$ cat src/rtl/latch_write_arbiter.sv
// -----------------------------------------------------------------------------
// latch_write_arbiter
//
// Purpose:
//   Lets four requesters share one bank of level-sensitive D-latches. Each
//   write is a four-cycle sequence:
//     IDLE  - arbitrate, capture the winner's data
//     SETUP - present data with the enable low
//     OPEN  - make the latch transparent for one cycle
//     HOLD  - enable low again with the data steady, acknowledge the winner
//   Arbitration is round-robin. A 2-bit pointer gives the first requester to
//   look at, and the pointer moves past each winner once its write completes.
//
// Ports:
//   clk    in   system clock; all state changes on the rising edge
//   rst    in   asynchronous active-low reset
//   req    in   [3:0]         write requests, bit i = requester i
//   din    in   [4*WIDTH-1:0] requester data, din[i*WIDTH +: WIDTH] = requester i
//   grant  out  [3:0]         one-hot owner of the latch bank
//   ack    out  [3:0]         one-hot, single-cycle write-complete pulse
//   lat_d  out  [WIDTH-1:0]   data to the latch bank D inputs
//   lat_en out                latch bank enable, high = transparent
//   busy   out                high whenever the FSM is not in IDLE
// -----------------------------------------------------------------------------
module latch_write_arbiter #(
  parameter int WIDTH = 8
) (
  input  logic               clk,
  input  logic               rst,
  input  logic [3:0]         req,
  input  logic [4*WIDTH-1:0] din,
  output logic [3:0]         grant,
  output logic [3:0]         ack,
  output logic [WIDTH-1:0]   lat_d,
  output logic               lat_en,
  output logic               busy
);

  typedef enum logic [1:0] {
    IDLE  = 2'd0,
    SETUP = 2'd1,
    OPEN  = 2'd2,
    HOLD  = 2'd3
  } state_t;

  // ---------------------------------------------------------------------------
  // State and registered outputs
  // ---------------------------------------------------------------------------
  state_t             state_q,  state_d;
  logic [1:0]         ptr_q,    ptr_d;     // round-robin start point
  logic [1:0]         win_q,    win_d;     // index of the current owner
  logic [3:0]         grant_q,  grant_d;
  logic [3:0]         ack_q,    ack_d;
  logic               lat_en_q, lat_en_d;
  logic               busy_q,   busy_d;
  logic [WIDTH-1:0]   lat_d_q,  lat_d_d;

  // ---------------------------------------------------------------------------
  // Round-robin arbitration
  // Priority order is ptr, ptr+1, ptr+2, ptr+3 (mod 4). The loop runs from the
  // lowest priority up, so the highest-priority active request is the one
  // written last.
  // ---------------------------------------------------------------------------
  logic       arb_valid;
  logic [1:0] arb_idx;
  logic [1:0] cand;

  // NOTE: every variable written in an always_comb gets a default value first.
  // Any path that leaves a variable unassigned would infer a latch.
  always_comb begin
    arb_valid = 1'b0;
    arb_idx   = ptr_q;
    cand      = ptr_q;
    for (int j = 3; j >= 0; j--) begin
      cand = ptr_q + 2'(j);
      if (req[cand]) begin
        arb_valid = 1'b1;
        arb_idx   = cand;
      end
    end
  end

  // Data slice of the arbitration winner. It is captured only on the
  // IDLE->SETUP edge.
  logic [WIDTH-1:0] win_data;

  always_comb begin
    win_data = din[int'(arb_idx)*WIDTH +: WIDTH];
  end

  // ---------------------------------------------------------------------------
  // Next-state and next-output logic
  // Every output is computed one cycle ahead and then registered, so lat_en,
  // grant, ack and busy come straight from flops. This keeps the latch enable
  // free of glitches.
  // ---------------------------------------------------------------------------
  always_comb begin
    state_d  = state_q;
    ptr_d    = ptr_q;
    win_d    = win_q;
    grant_d  = grant_q;
    lat_d_d  = lat_d_q;
    busy_d   = busy_q;
    ack_d    = 4'b0000;   // single-cycle pulse unless explicitly set
    lat_en_d = 1'b0;      // high only while heading into OPEN

    unique case (state_q)
      IDLE: begin
        if (arb_valid) begin
          state_d = SETUP;
          win_d   = arb_idx;
          grant_d = 4'b0001 << arb_idx;
          lat_d_d = win_data;
          busy_d  = 1'b1;
        end
      end

      SETUP: begin
        state_d  = OPEN;
        lat_en_d = 1'b1;
      end

      OPEN: begin
        state_d = HOLD;
        ack_d   = grant_q;
      end

      HOLD: begin
        state_d = IDLE;
        grant_d = 4'b0000;
        busy_d  = 1'b0;
        ptr_d   = win_q + 2'd1;   // wraps 3 -> 0 naturally
        // lat_d keeps its last value
      end

      default: begin
        state_d = IDLE;
        grant_d = 4'b0000;
        busy_d  = 1'b0;
      end
    endcase
  end

  // ---------------------------------------------------------------------------
  // Single sequential block for the FSM and all of its registered outputs.
  // Asserting reset clears the enable immediately, with no clock edge needed,
  // and drops any transaction in progress without an ack.
  // ---------------------------------------------------------------------------
  // NOTE: sequential state uses non-blocking assignments only, so every flop
  // samples its pre-edge inputs and the order of statements does not matter.
  always_ff @(posedge clk or negedge rst) begin
    if (!rst) begin
      state_q  <= IDLE;
      ptr_q    <= 2'd0;
      win_q    <= 2'd0;
      grant_q  <= 4'b0000;
      ack_q    <= 4'b0000;
      lat_en_q <= 1'b0;
      busy_q   <= 1'b0;
      lat_d_q  <= '0;
    end else begin
      state_q  <= state_d;
      ptr_q    <= ptr_d;
      win_q    <= win_d;
      grant_q  <= grant_d;
      ack_q    <= ack_d;
      lat_en_q <= lat_en_d;
      busy_q   <= busy_d;
      lat_d_q  <= lat_d_d;
    end
  end

  // Outputs are the flops themselves, with no logic after them.
  assign grant  = grant_q;
  assign ack    = ack_q;
  assign lat_en = lat_en_q;
  assign busy   = busy_q;
  assign lat_d  = lat_d_q;

endmodule

$ cat config.mk
export PLATFORM = sky130hd
export DESIGN_NAME = latch_write_arbiter
export DESIGN_NICKNAME = d
export VERILOG_FILES = /design/src/rtl/latch_write_arbiter.sv
export SDC_FILE = /design/constraint.sdc
export NUM_CORES = 1
export LEC_CHECK = 0
export CAP_MARGIN = 20
export CORE_MARGIN = 4
export CORE_UTILIZATION = 30
export DETAILED_ROUTE_END_ITERATION = 12
export GPL_TIMING_DRIVEN = 0
export SLEW_MARGIN = 25
export SYNTH_ARGS = -nofsm -noshare
export SYNTH_HDL_FRONTEND = slang
export SYNTH_SLANG_ARGS = --single-unit
$ cat constraint.sdc
create_clock -name clk -period 2.52 [get_ports clk]
set_input_delay 0.252 -clock clk [delete_from_list [all_inputs] [get_ports clk]]
set_output_delay 0.252 -clock clk [all_outputs]
set_load 0.005 [all_outputs]
Word level (Yosys, flattened, before mapping):

Index checks and enable logic that the tools add are counted.

* equality and inequality tests: 4
* multiplexer cells: 24
* shift-type cells: 2
* order comparisons: 4
* add/subtract/negate cells: 4
* reductions and logical operators: 4

Operators by type and width (count)
* 32-bit by 6-bit variable part select with 8-bit output: 1
* 2-bit by 3-bit < comparator with 1-bit output, second input constant: 4
* 1-bit 2-to-1 mux: 10
* 2-bit 2-to-1 mux: 5
* 1-bit binary-select mux with 2-bit select: 4
* 4-bit 2-to-1 mux: 2
* 2-bit case mux with 4 select lines: 1
* 4-bit case mux with 2 select lines: 1
* 2-bit by 1-bit adder with 2-bit output, second input constant: 2
* 2-bit adder, second input constant: 2
* 2-bit equality test, second input constant: 2
* 2-bit AND reduction: 2
* 1-bit by 2-bit left shift with 4-bit output, first input constant: 1
* 2-bit by 1-bit equality test with 1-bit output, second input constant: 1
* 2-bit logical NOT: 1
* 2-bit inequality test, second input constant: 1
* 1-bit case mux with 2 select lines: 1
* 2-bit nonzero test: 1

* output and inout bits: 18
* bits of input ports: 38
* register bits after elaboration: 24
* logic and storage cells: 50

Logic depth before layout (Yosys ltp):

* depth after elaboration: 10
* depth in mapped cells: 7
* gate-level depth less buffers: 6

Worst setup path before layout:

No wires, ideal clock.

* kind: flip-flop to flip-flop
* from: register ptr_q[1]
* to: register lat_d_q[1] (netlist: lat_d[1])
* path buffers: 0
* cell stages (with the launch flop): 6
* data arrival time: 1706 ps
* setup time: 126 ps
* period minus slack after synthesis: 1832 ps
* data required time: 2394 ps
* slack: 688 ps
* cells stage by stage: dfrtp_1 -> nor3b_2 -> nor4_4 -> nor2_4 -> mux2_4 -> a221o_1

* word-level cells in the longest chain between the ends: 8
* elaborated cells on any way between the ends: 21
* classes of those cells: 3 x add/sub; 1 x shift; 16 x mux; 1 x reduce/logical

RTL lines
* from (decl): RTL line 50 `logic [1:0] ptr_q, ptr_d;`
* from (signal assigned): RTL line 163 `ptr_q <= ptr_d;`
* 2-bit adder: RTL line 75 `cand = ptr_q + 2'(j);`
* 1-bit binary-select mux with 2-bit select: RTL line 76 `if (req[cand]) begin`
* 1-bit 2-to-1 mux (implied by the code): RTL line 76
* 2-bit 2-to-1 mux / 1-bit 2-to-1 mux (equally long branches) (4 in series): RTL line 76
* 32-bit by 6-bit variable part select with 8-bit output / 2-bit AND reduction (equally long branches)
* to (signal assigned): RTL line 169 `lat_d_q <= lat_d_d;`
* to (decl): RTL line 56 `logic [WIDTH-1:0] lat_d_q, lat_d_d;`

Parallel ways exist; a longest one is shown, timed or not. The select of a mux whose other input is x is not followed.
A chain may end at the register's enable or synchronous reset.

Worst setup path in the final report:

* from: input req[2]
* to: register lat_d_q[4] (netlist: lat_d[4])

* word-level cells in the longest chain between the ends: 7
* elaborated cells on any way between the ends: 18
* classes of those cells: 1 x shift; 16 x mux; 1 x reduce/logical

RTL lines
* from (decl): RTL line 30 `input logic [3:0] req,`
* 1-bit binary-select mux with 2-bit select: RTL line 76
* 1-bit 2-to-1 mux (implied by the code): RTL line 76
* 2-bit 2-to-1 mux / 1-bit 2-to-1 mux (equally long branches) (4 in series): RTL line 76
* 32-bit by 6-bit variable part select with 8-bit output / 2-bit AND reduction (equally long branches)

Parallel ways exist; a longest one is shown, timed or not. The select of a mux whose other input is x is not followed.

==> metrics.yaml <==
yosys:
  netlist_area_um2: 1380
  synth_nets: 176
  synth.area.mux_share_pct: 8.42
  synth_top_family_by_area: "compound AO/OA/AOI/OAI gates"
  synth-simple-area-share_pct: 18.2
  post_synth_fa_ha_maj_area_fraction_pct: 4.53
  syn_inst: 133
  synth_compound_area_share_pct: 21.8
  yosysSeqAreaShare_pct: 43.5
  synth_seq_cells: 24
  yosys_warnings: 0
  synth_xor_area_share_pct: 0.634
  synth.distinct_cells: 37
  avgSynthCellArea_um2: 10.4
run:
  drv_cap: 0
final_layout:
  instances_no_fill: 244
  insertedDiodeCount: 0
  nets: 236
  synthToLayoutAreaGrowth_pct: 49.4
  drive_gt1_share_pct: 12.5
run_status:
  status: "complete, no violations"
setup_path:
  worstPathMaxFanout: 10
  cp_top_family: "simple AND/OR/NAND/NOR gates"
  crit_chain: "clkdlybuf4s50_1 -> nor3b_2 -> nor4_4 -> nor2_4 -> mux2_4 -> a221o_1"
  critPathArrivalTime_ps: 2340
  critPathBufInv: 1
  critPathKind: "in -> reg"
  cpMaxStageDelayCell: "nor4_4"
  end_kind: "register"
  critPathMaxStageDelay_ps: 560
  cp_data_required_time_ps: 2680
  critPathLaunchType: "primary input"
floorplanning:
  row_count: 24
  fp.dieW_um: 75.9
  die-area_um2: 5750
  core_area_um2: 4410
  start_util_pct: 31.3
  fp.dieH_um: 75.9
  ios: 56
power_and_ir_drop:
  irDropWorstVdd_v: 0.000357
  power.total_uw: 2060
  leakage_uw: 0.000858
  power-per-cell-area_nw_per_um2: 996
routing:
  wl_mm: 4.13
  num_vias: 1282
  firstDrtPassIters: 4
  drt_first_iter_violations: 89
  viasPerCell: 5.25
  antenna_left: 0
  routedWlPerCell_um: 16.9
  drc_errors: 0
cts:
  cts_buffers: 3
  cts_tree: "yes"
  postCtsSetupRepairBufs: 0
  cts.repair.resized: 0
  ctsLongestPathBuffers: 2
  ctsHtreeMaxLevel: 1
  cts_root_buffer: "clkbuf_8"
  cts_sinks: 24
  clkTransAtPathRegs_ps: 90
  clock_latency_ps: 270
  cts_hold_buffers: 1
placed_design:
  place.gp.congestion: 0.707
  place_inst: 239
  hpwl_mm: 3.20
  port-buffer-count: 54
grt:
  grtUsageTotal_pct: 14.1
  grt-ovfl-total: 0
  globalRouteMet1Util_pct: 17.8
  antenna_found_initial: 0
  grt_pass1_vias: 1237
  met2_usage_pct: 24.8
  grt_max_degree: 25
  busiest_layer: "met2"
  grtUsageMet3_pct: 1.58
  grt_pass1_wl_mm: 6.13
sta:
  min_period_ps: 2190
  max_freq_ghz: 0.457
  worst_slew_pin_slew_ps: 578
  hold_violations: 0
  setup_tns_ps: 0
  rsz0062_at_grt: "no"
  clock_skew_ps: 3.81
  setup_violations: 0
  relSlewSlack_pct: 61.2
  drv_slew: 0
  fin_crit_sh_pct: 86.8
hold_path:
  hold_class: "in -> async"
[cell type report]
cell class,count,area (um2)
clock inverters,1,30.0
well taps,52,65.1
repair buffers,55,546
multi-input cells,100,741
flip-flops and latches,24,601
inverters,2,7.51
clock buffers,3,41.3
fillers,416,2350
plain buffers,7,32.5
[placed cells by master (no fill, tap or decap), drive strengths merged, types with 2 or more instances in the layout]
master,netlist,final
and2,5,5
ha,5,5
nor2b,6,6
nor4,2,2
dfrtp,24,24
nor2,6,6
nand2b,2,2
o21ai,15,15
inv,2,2
nand2,5,5
buf,2,3
o31ai,2,2
nand3,7,7
a221o,8,8
a21oi,12,12
clkbuf,5,8
nor3,4,4
a211oi,2,2
mux2,8,8
clkdlybuf4s50,0,53
nor3b,2,2
[stage by stage]
step	cell area, um2	util [%]	hold WS [ps]	worst slack, ps
finish	2060	46.7	493	334
global route	2060	46.7	536	234
CTS	2060	46.7	522	310
detailed placement	1980	44.9	274	11.1
global placement	1990	45.0	476	108
floorplan	1380	-	-43.6	688
[path summary, 6_finish.rpt]
path                                   endpoint  depth (start not counted)            startpoint  slack, ps
max                        lat_d[4]$_DFFE_PN0P_                          6                req[2]        330
min                        lat_d[3]$_DFFE_PN0P_                          2                   rst        490
max reg2reg                lat_d[4]$_DFFE_PN0P_                          5  ptr_q[1]$_DFFE_PN0P_        410
min reg2reg                ptr_q[0]$_DFFE_PN0P_                          1  win_q[0]$_DFFE_PN0P_        520
max in group asynchronous  grant[3]$_DFFE_PN0P_                          2                   rst       1670
min in group clk           ptr_q[0]$_DFFE_PN0P_                          1  win_q[0]$_DFFE_PN0P_        520
[flip-flops by register name, summed over array words and instances (netlist names)]
register and flops:
lat_d 8, ack 4, grant 4, ptr_q 2, state_q 2, win_q 2, busy 1, lat_en 1
[synthesized netlist by cell type (all sizes together)]
cell type / instances / area (um2)
o21ai: 15 / 78.8
o21a: 1 / 7.51
clkbuf: 5 / 20.0
and3: 1 / 6.26
mux2: 8 / 116
dfrtp: 24 / 601
nor4: 2 / 27.5
nor2: 6 / 30.0
o22ai: 1 / 6.26
nand3: 7 / 35.0
inv: 2 / 7.51
and2: 5 / 31.3
or4: 1 / 7.51
nor2b: 6 / 37.5
o2bb2ai: 1 / 8.76
a21oi: 12 / 60.1
o31ai: 2 / 15.0
nor3b: 2 / 25.0
nand2b: 2 / 12.5
a211oi: 2 / 15.0
xnor2: 1 / 8.76
nor3: 4 / 20.0
o21bai: 1 / 11.3
buf: 2 / 12.5
a221o: 8 / 81.3
o21ba: 1 / 10.0
a21o: 1 / 7.51
ha: 5 / 62.6
nand2: 5 / 18.8
[power breakdown]
part	switching, uW	internal, uW	total [uW]
sequential	122	549	670
combinational	481	561	1040
clock	131	212	343
total	733	1320	2060
[kinds of logic (layout without fill, tap and decap cells)]
kind of cell    after synthesis  in the layout
compound gates               45             45
simple gates                 41             41
flops                        24             24
buf+inv                       9             68
mux                           8              8
fa+ha+maj                     5              5
xor+xnor                      1              1
[routing by layer]
metal  part of all wire [%]  up-vias
met5                      0        -
met4                    1.8        0
met3                    3.3        7
met2                     52       32
met1                     43      636
li1                       -      607
(Power assumes the default switching activity.)
==> variant 1: new RTL, same flow settings <==
`WIDTH`: 8 -> 10.
--- a/src/rtl/latch_write_arbiter.sv
+++ b/src/rtl/latch_write_arbiter.sv
@@ -25,3 +25,3 @@
 module latch_write_arbiter #(
-  parameter int WIDTH = 8
+  parameter int WIDTH = 10
 ) (
Interface: changed (resized din and lat_d); port bits go from 56 to 66. No check against the original RTL was run, so the function may have changed too.
==> variant 1 against the unedited design <==
- sequential cell count is 2 higher
- cell count is 11% higher
- die area is 7.8% higher
- wire length is 5.6% lower
- area after synthesis is 8.8% higher
- final area is 12% higher
- setup slack better by 0.22 ns
- total power is 12% higher
- critical endpoint is now lat_d[0]$_DFFE_PN0P_
- largest power group unchanged
==> variant 1: results (changes against the unedited design) <==
For the instance area at placement, the log shows 2230 µm² (was 1980 µm²). Number of nets at the end of the flow: 257 (was 236). The worst slack at placement came out at 0.272 ns (was 0.0111 ns).

The tools report the global-route met1 utilization as 15.9% (was 17.8%). The share of the yosys chip area belonging to registers is 43.3% (was 43.5%). The share of cell area taken by muxes after synthesis was 14.1% (was 8.42%); the post-synthesis share of cell area spent on xor and xnor gates was 0.583% (was 0.634%).

The via count normalized by instance count came out at 4.71 (was 5.25). The worst supply voltage drop on vdd was 0.373 mV (was 0.357 mV); the placed wire-length estimate was 3090 µm (was 3200 µm). The global routing met2 resource utilization was 22.7% (was 24.8%). The run finished with clean final reports. Wire length of the first global-routing pass: 6540 µm (was 6130 µm). The number of buffer cells added on primary ports was 65 (was 54); the routed length on met1 was 1740 µm (was 1760 µm). The overall routed net length was 3900 µm (was 4130 µm); the final weighted congestion of routability-driven global placement was 0.801 (was 0.707). The path category of the worst min-delay check was reg2reg (was in2async). The logs give 0.998 nW (was 0.858 nW) for the total leakage power and 0.00402 ns (was 0.00381 ns) for the final worst clock skew.

The sum of met3 wire segment lengths after detailed routing was 230 µm (was 138 µm). The internal cell power was 1.48 mW (was 1.32 mW); the average wire per standard cell was 14.3 µm (was 16.9 µm). For the number of distinct standard cells referenced by the synthesized netlist, the log shows 33 (was 37). The synthesized-area fraction occupied by adder cells came out at 4.16% (was 4.53%). The logs give 1890 µm (was 2160 µm) for the met2 wire length and 1423 (was 1237) for the number of global-route vias before repair. The sequential logic power was 715 µW (was 670 µW).

The tools report the final total power as 2.30 mW (was 2.06 mW). Cell types with the largest area share after synthesis: sky130_fd_sc_hd__dfrtp_1 43%, sky130_fd_sc_hd__mux2i_1 13%, sky130_fd_sc_hd__o221ai_2 8.0%, sky130_fd_sc_hd__nand2_1 4.5%, sky130_fd_sc_hd__ha_1 4.2% (was sky130_fd_sc_hd__dfrtp_1 43%, sky130_fd_sc_hd__mux2_4 7.6%, sky130_fd_sc_hd__a221o_1 5.1%, sky130_fd_sc_hd__ha_1 4.5%, sky130_fd_sc_hd__a21oi_1 4.3%). The run gives 186 (was 176) as the post-synthesis net count. The run gives 30 (was 89) as the number of design-rule violations left by the first detailed-router iteration. The arrival time at the worst endpoint came out at 2.12 ns (was 2.34 ns).
## variant 1: changes by cell type in the layout (fill, tap and decap cells not counted), moves of 6 or more
cell | before | now
sky130_fd_sc_hd__o221ai_2 | 0 | 8
sky130_fd_sc_hd__mux2i_1 | 0 | 20
sky130_fd_sc_hd__a21oi_1 | 12 | 3
sky130_fd_sc_hd__mux2_4 | 7 | 0
sky130_fd_sc_hd__nand3_1 | 7 | 0
sky130_fd_sc_hd__a221o_1 | 7 | 0
sky130_fd_sc_hd__o21ai_0 | 12 | 6
sky130_fd_sc_hd__clkdlybuf4s50_1 | 53 | 64
sky130_fd_sc_hd__nand2_1 | 5 | 18
## variant 1: path summary, 6_finish.rpt
check                                        from              endpoint  slack (ns)  depth (start not counted)
max reg2reg                state_q[0]$_DFFE_PN0P_  lat_d[0]$_DFFE_PN0P_        0.74                          6
min reg2reg                  lat_d[9]$_DFFE_PN0P_  lat_d[9]$_DFFE_PN0P_        0.49                          2
min                          lat_d[9]$_DFFE_PN0P_  lat_d[9]$_DFFE_PN0P_        0.49                          2
min in group asynchronous                     rst      lat_en$_DFF_PN0_        0.51                          2
max                                        req[1]  lat_d[0]$_DFFE_PN0P_        0.55                          6
max in group asynchronous                     rst  grant[1]$_DFFE_PN0P_        1.63                          2
## variant 1: logic make-up after synthesis
| logic type | count (synthesis) |
|---|---|
| AND/OR/NAND/NOR | 37 |
| XOR/XNOR | 1 |
| adder cells (fa/ha/maj) | 5 |
| multiplexers | 21 |
| buffers and inverters | 13 |
| flip-flops | 26 |
| AO/OA/AOI/OAI | 32 |
## variant 1: area by class of cell
cell class              count  area (µm²)
flip-flops and latches     26         651
repair buffers             66         656
plain buffers               7        58.8
multi-input cells          96         771
clock buffers               3        41.3
clock inverters             1        30.0
fillers                   446        2470
well taps                  67        83.8
inverters                   6        22.5
==> variant 2: new RTL, same settings <==
Made on the original files. Re-encode `state_t` (4 states) as Gray code, 2 bits wide.
--- a/src/rtl/latch_write_arbiter.sv
+++ b/src/rtl/latch_write_arbiter.sv
@@ -39,6 +39,6 @@
   typedef enum logic [1:0] {
-    IDLE  = 2'd0,
-    SETUP = 2'd1,
-    OPEN  = 2'd2,
-    HOLD  = 2'd3
+    IDLE  = 2'b00,
+    SETUP = 2'b01,
+    OPEN  = 2'b11,
+    HOLD  = 2'b10
   } state_t;
Formal check against the unedited RTL: no difference found for any inputs over 10 cycles, from zero or initial values and one cycle with rst low; not proved beyond that.
==> variant 2 against the unedited design <==
- clock skew is 0.0048 ns higher
- setup slack better by 0.020 ns
- sequential share of layout area down 0.11 points
- cell count rose by 9.8%
- synthesized cell count grew 18%
- die area is 0.49% higher
- area after synthesis grew 0.54%
- final area up 0.36%
- total power decreased by 11%
- sequential cell count stayed put
- wire length down 8.8%
- non-clock buffer count increased by 6
- hold slack got worse by 0.084 ns
- highest routed layer unchanged
==> variant 2: results (changes against the unedited design) <==
The total leakage power was 0.872 nW (was 0.858 nW); the detailed-route via count was 1356 (was 1282). The tools report the number of nets at the end of the flow as 255 (was 236). The run finished with clean final reports. The tools report the number of design-rule violations left by the first detailed-router iteration as 84 (was 89). The run gives 1990 µm² (was 1980 µm²) as the instance area at placement. The ratio of cells with drive above 1 in the final layout is 6.48% (was 12.5%), and the worst-path maximum fanout is 8 (was 10). Layout buffering overhead excluding clock cells: 29.5% (was 28.0%). The overall routed net length was 3770 µm (was 4130 µm); the number of distinct standard cells referenced by the synthesized netlist was 36 (was 37). The kind of cell adding the most delay to the critical path is compound AO/OA/AOI/OAI gates (was simple AND/OR/NAND/NOR gates). For the post-synthesis net count, the log shows 195 (was 176). The worst slack at placement is 0.0755 ns (was 0.0111 ns). The number of flops mapped to enable cells by yosys was 0 (unchanged).

The worst-path cell with the longest stage delay was sky130_fd_sc_hd__clkdlybuf4s50_1 (was sky130_fd_sc_hd__nor4_4). The fraction of area in multi-input gates works out to 34.0% (was 35.9%). The filler cell count in the final layout is 431 (was 416). The logs give 1.21 mW (was 1.32 mW) for the internal cell power and 0.292 mV (was 0.357 mV) for the worst supply voltage drop on vdd. The logs give 115 (was 100) for the multi-input combinational cell count and 0.857 (was 0.707) for the final weighted congestion of routability-driven global placement. Top cell types by occurrence after synthesis: 24 x sky130_fd_sc_hd__dfrtp_1, 23 x sky130_fd_sc_hd__nand2_1, 13 x sky130_fd_sc_hd__nor4b_1, 13 x sky130_fd_sc_hd__o21ai_0, 10 x sky130_fd_sc_hd__nor2_1 (was 24 x sky130_fd_sc_hd__dfrtp_1, 12 x sky130_fd_sc_hd__a21oi_1, 12 x sky130_fd_sc_hd__o21ai_0). The average wire per standard cell is 14.1 µm (was 16.9 µm). The overall fraction of global-route tracks in use was 13.3% (was 14.1%). The ratio of total power to cell area is 884 nW/µm² (was 996 nW/µm²). The startpoint of the worst setup timing path was req[0] (was req[2]).

The count of mapped cells out of synthesis is 157 (was 133), and the wire length of the first global-routing pass is 6500 µm (was 6130 µm). The number of buffers outside the clock class in the layout is 68 (was 62). The root cell of the clock tree was sky130_fd_sc_hd__clkbuf_8 (unchanged). The path category of the worst min-delay check was in2reg (was in2async). Final worst clock skew: 0.00858 ns (was 0.00381 ns). For the placed wire-length estimate, the log shows 2860 µm (was 3200 µm).

The number of global-route vias before repair is 1314 (was 1237), and the area of the die is 5780 µm² (was 5750 µm²). The number of non-clock inverters in the layout is 5 (was 2). The tools report the sequential cell count as 24 (unchanged). The arrival time at the worst endpoint is 2.32 ns (was 2.34 ns), and the maximum cell stage delay along the critical path is 0.62 ns (was 0.56 ns).
[variant 2: cell types whose count changed after synthesis, sizes merged, moves of 4 or more]
cell   unedited run  this run
a221o             8         0
buf               2         6
mux2i             0         8
a31oi             0         6
nor2              6        10
mux2              8         1
nor2b             6         2
nand2             5        23
and2              5         0
a21oi            12         3
ha                5         0
nor4b             0        13
[variant 2: layer usage]
layer  share of wire [%]  vias to the layer above  wire, µm  global-route usage [%]
met5                   0                        -         0                       0
met4                0.90                        0        34                    2.67
met3                 9.1                        5       344                    4.85
met2                  42                       42      1600                    19.1
met1                  48                      619      1790                    19.2
li1                    -                      690         -                       -
[variant 2: stage by stage]
stage	hold WS, ns	total power, mW
after detailed placement	0.273	1.50
after global placement	0.464	1.50
after CTS	0.410	1.85
after global routing	0.437	2.00
final	0.409	1.83
after floorplan	-0.0436	1.10
[variant 2: repair_timing]
item / 4_1_cts / 5_1_grt
buffers inserted: 0 / 0
hold buffers: 1 / 0
endpoints found under the hold margin: 24 / 0
endpoints found under the setup margin: 0 / 0
[variant 2: cell families after synthesis]
logic type | share of synthesized area (%)
XOR/XNOR | 0.631
AO/OA/AOI/OAI | 17.1
buffers and inverters | 6.04
AND/OR/NAND/NOR | 26.4
flip-flops | 43.2
multiplexers | 6.58
[variant 2: final timing paths]
check | to | slack (ns) | cells after the start
worst max-delay path | lat_d[2]$_DFFE_PN0P_ | 0.35 | 6
worst min-delay path | state_q[0]$_DFFE_PN0P_ | 0.41 | 3
worst max register to register | lat_d[2]$_DFFE_PN0P_ | 0.42 | 6
worst min register to register | busy$_DFFE_PN0P_ | 0.51 | 2
max in group asynchronous | lat_d[2]$_DFFE_PN0P_ | 1.67 | 2
min in group asynchronous | ack[2]$_DFF_PN0_ | 0.48 | 2
[variant 2: power by group through the flow]
stage | registers [mW] | clock network [mW] | logic [mW]
3_5_place_dp | 0.624 | 0 | 0.877
5_1_grt | 0.641 | 0.372 | 0.983
6_report | 0.616 | 0.343 | 0.872
2_1_floorplan | 0.622 | 0 | 0.482
4_1_cts | 0.616 | 0.352 | 0.884
3_3_place_gp | 0.621 | 0 | 0.877
[variant 2: worst register-to-register path, cell delays in order, from the launching register on]
cell                       delay [ns]
sky130_fd_sc_hd__dfrtp_1         0.38
sky130_fd_sc_hd__buf_2           0.22
sky130_fd_sc_hd__nor4b_1         0.25
sky130_fd_sc_hd__a311oi_1        0.11
sky130_fd_sc_hd__o211ai_1        0.63
sky130_fd_sc_hd__o21ai_0         0.22
sky130_fd_sc_hd__a31oi_1         0.21
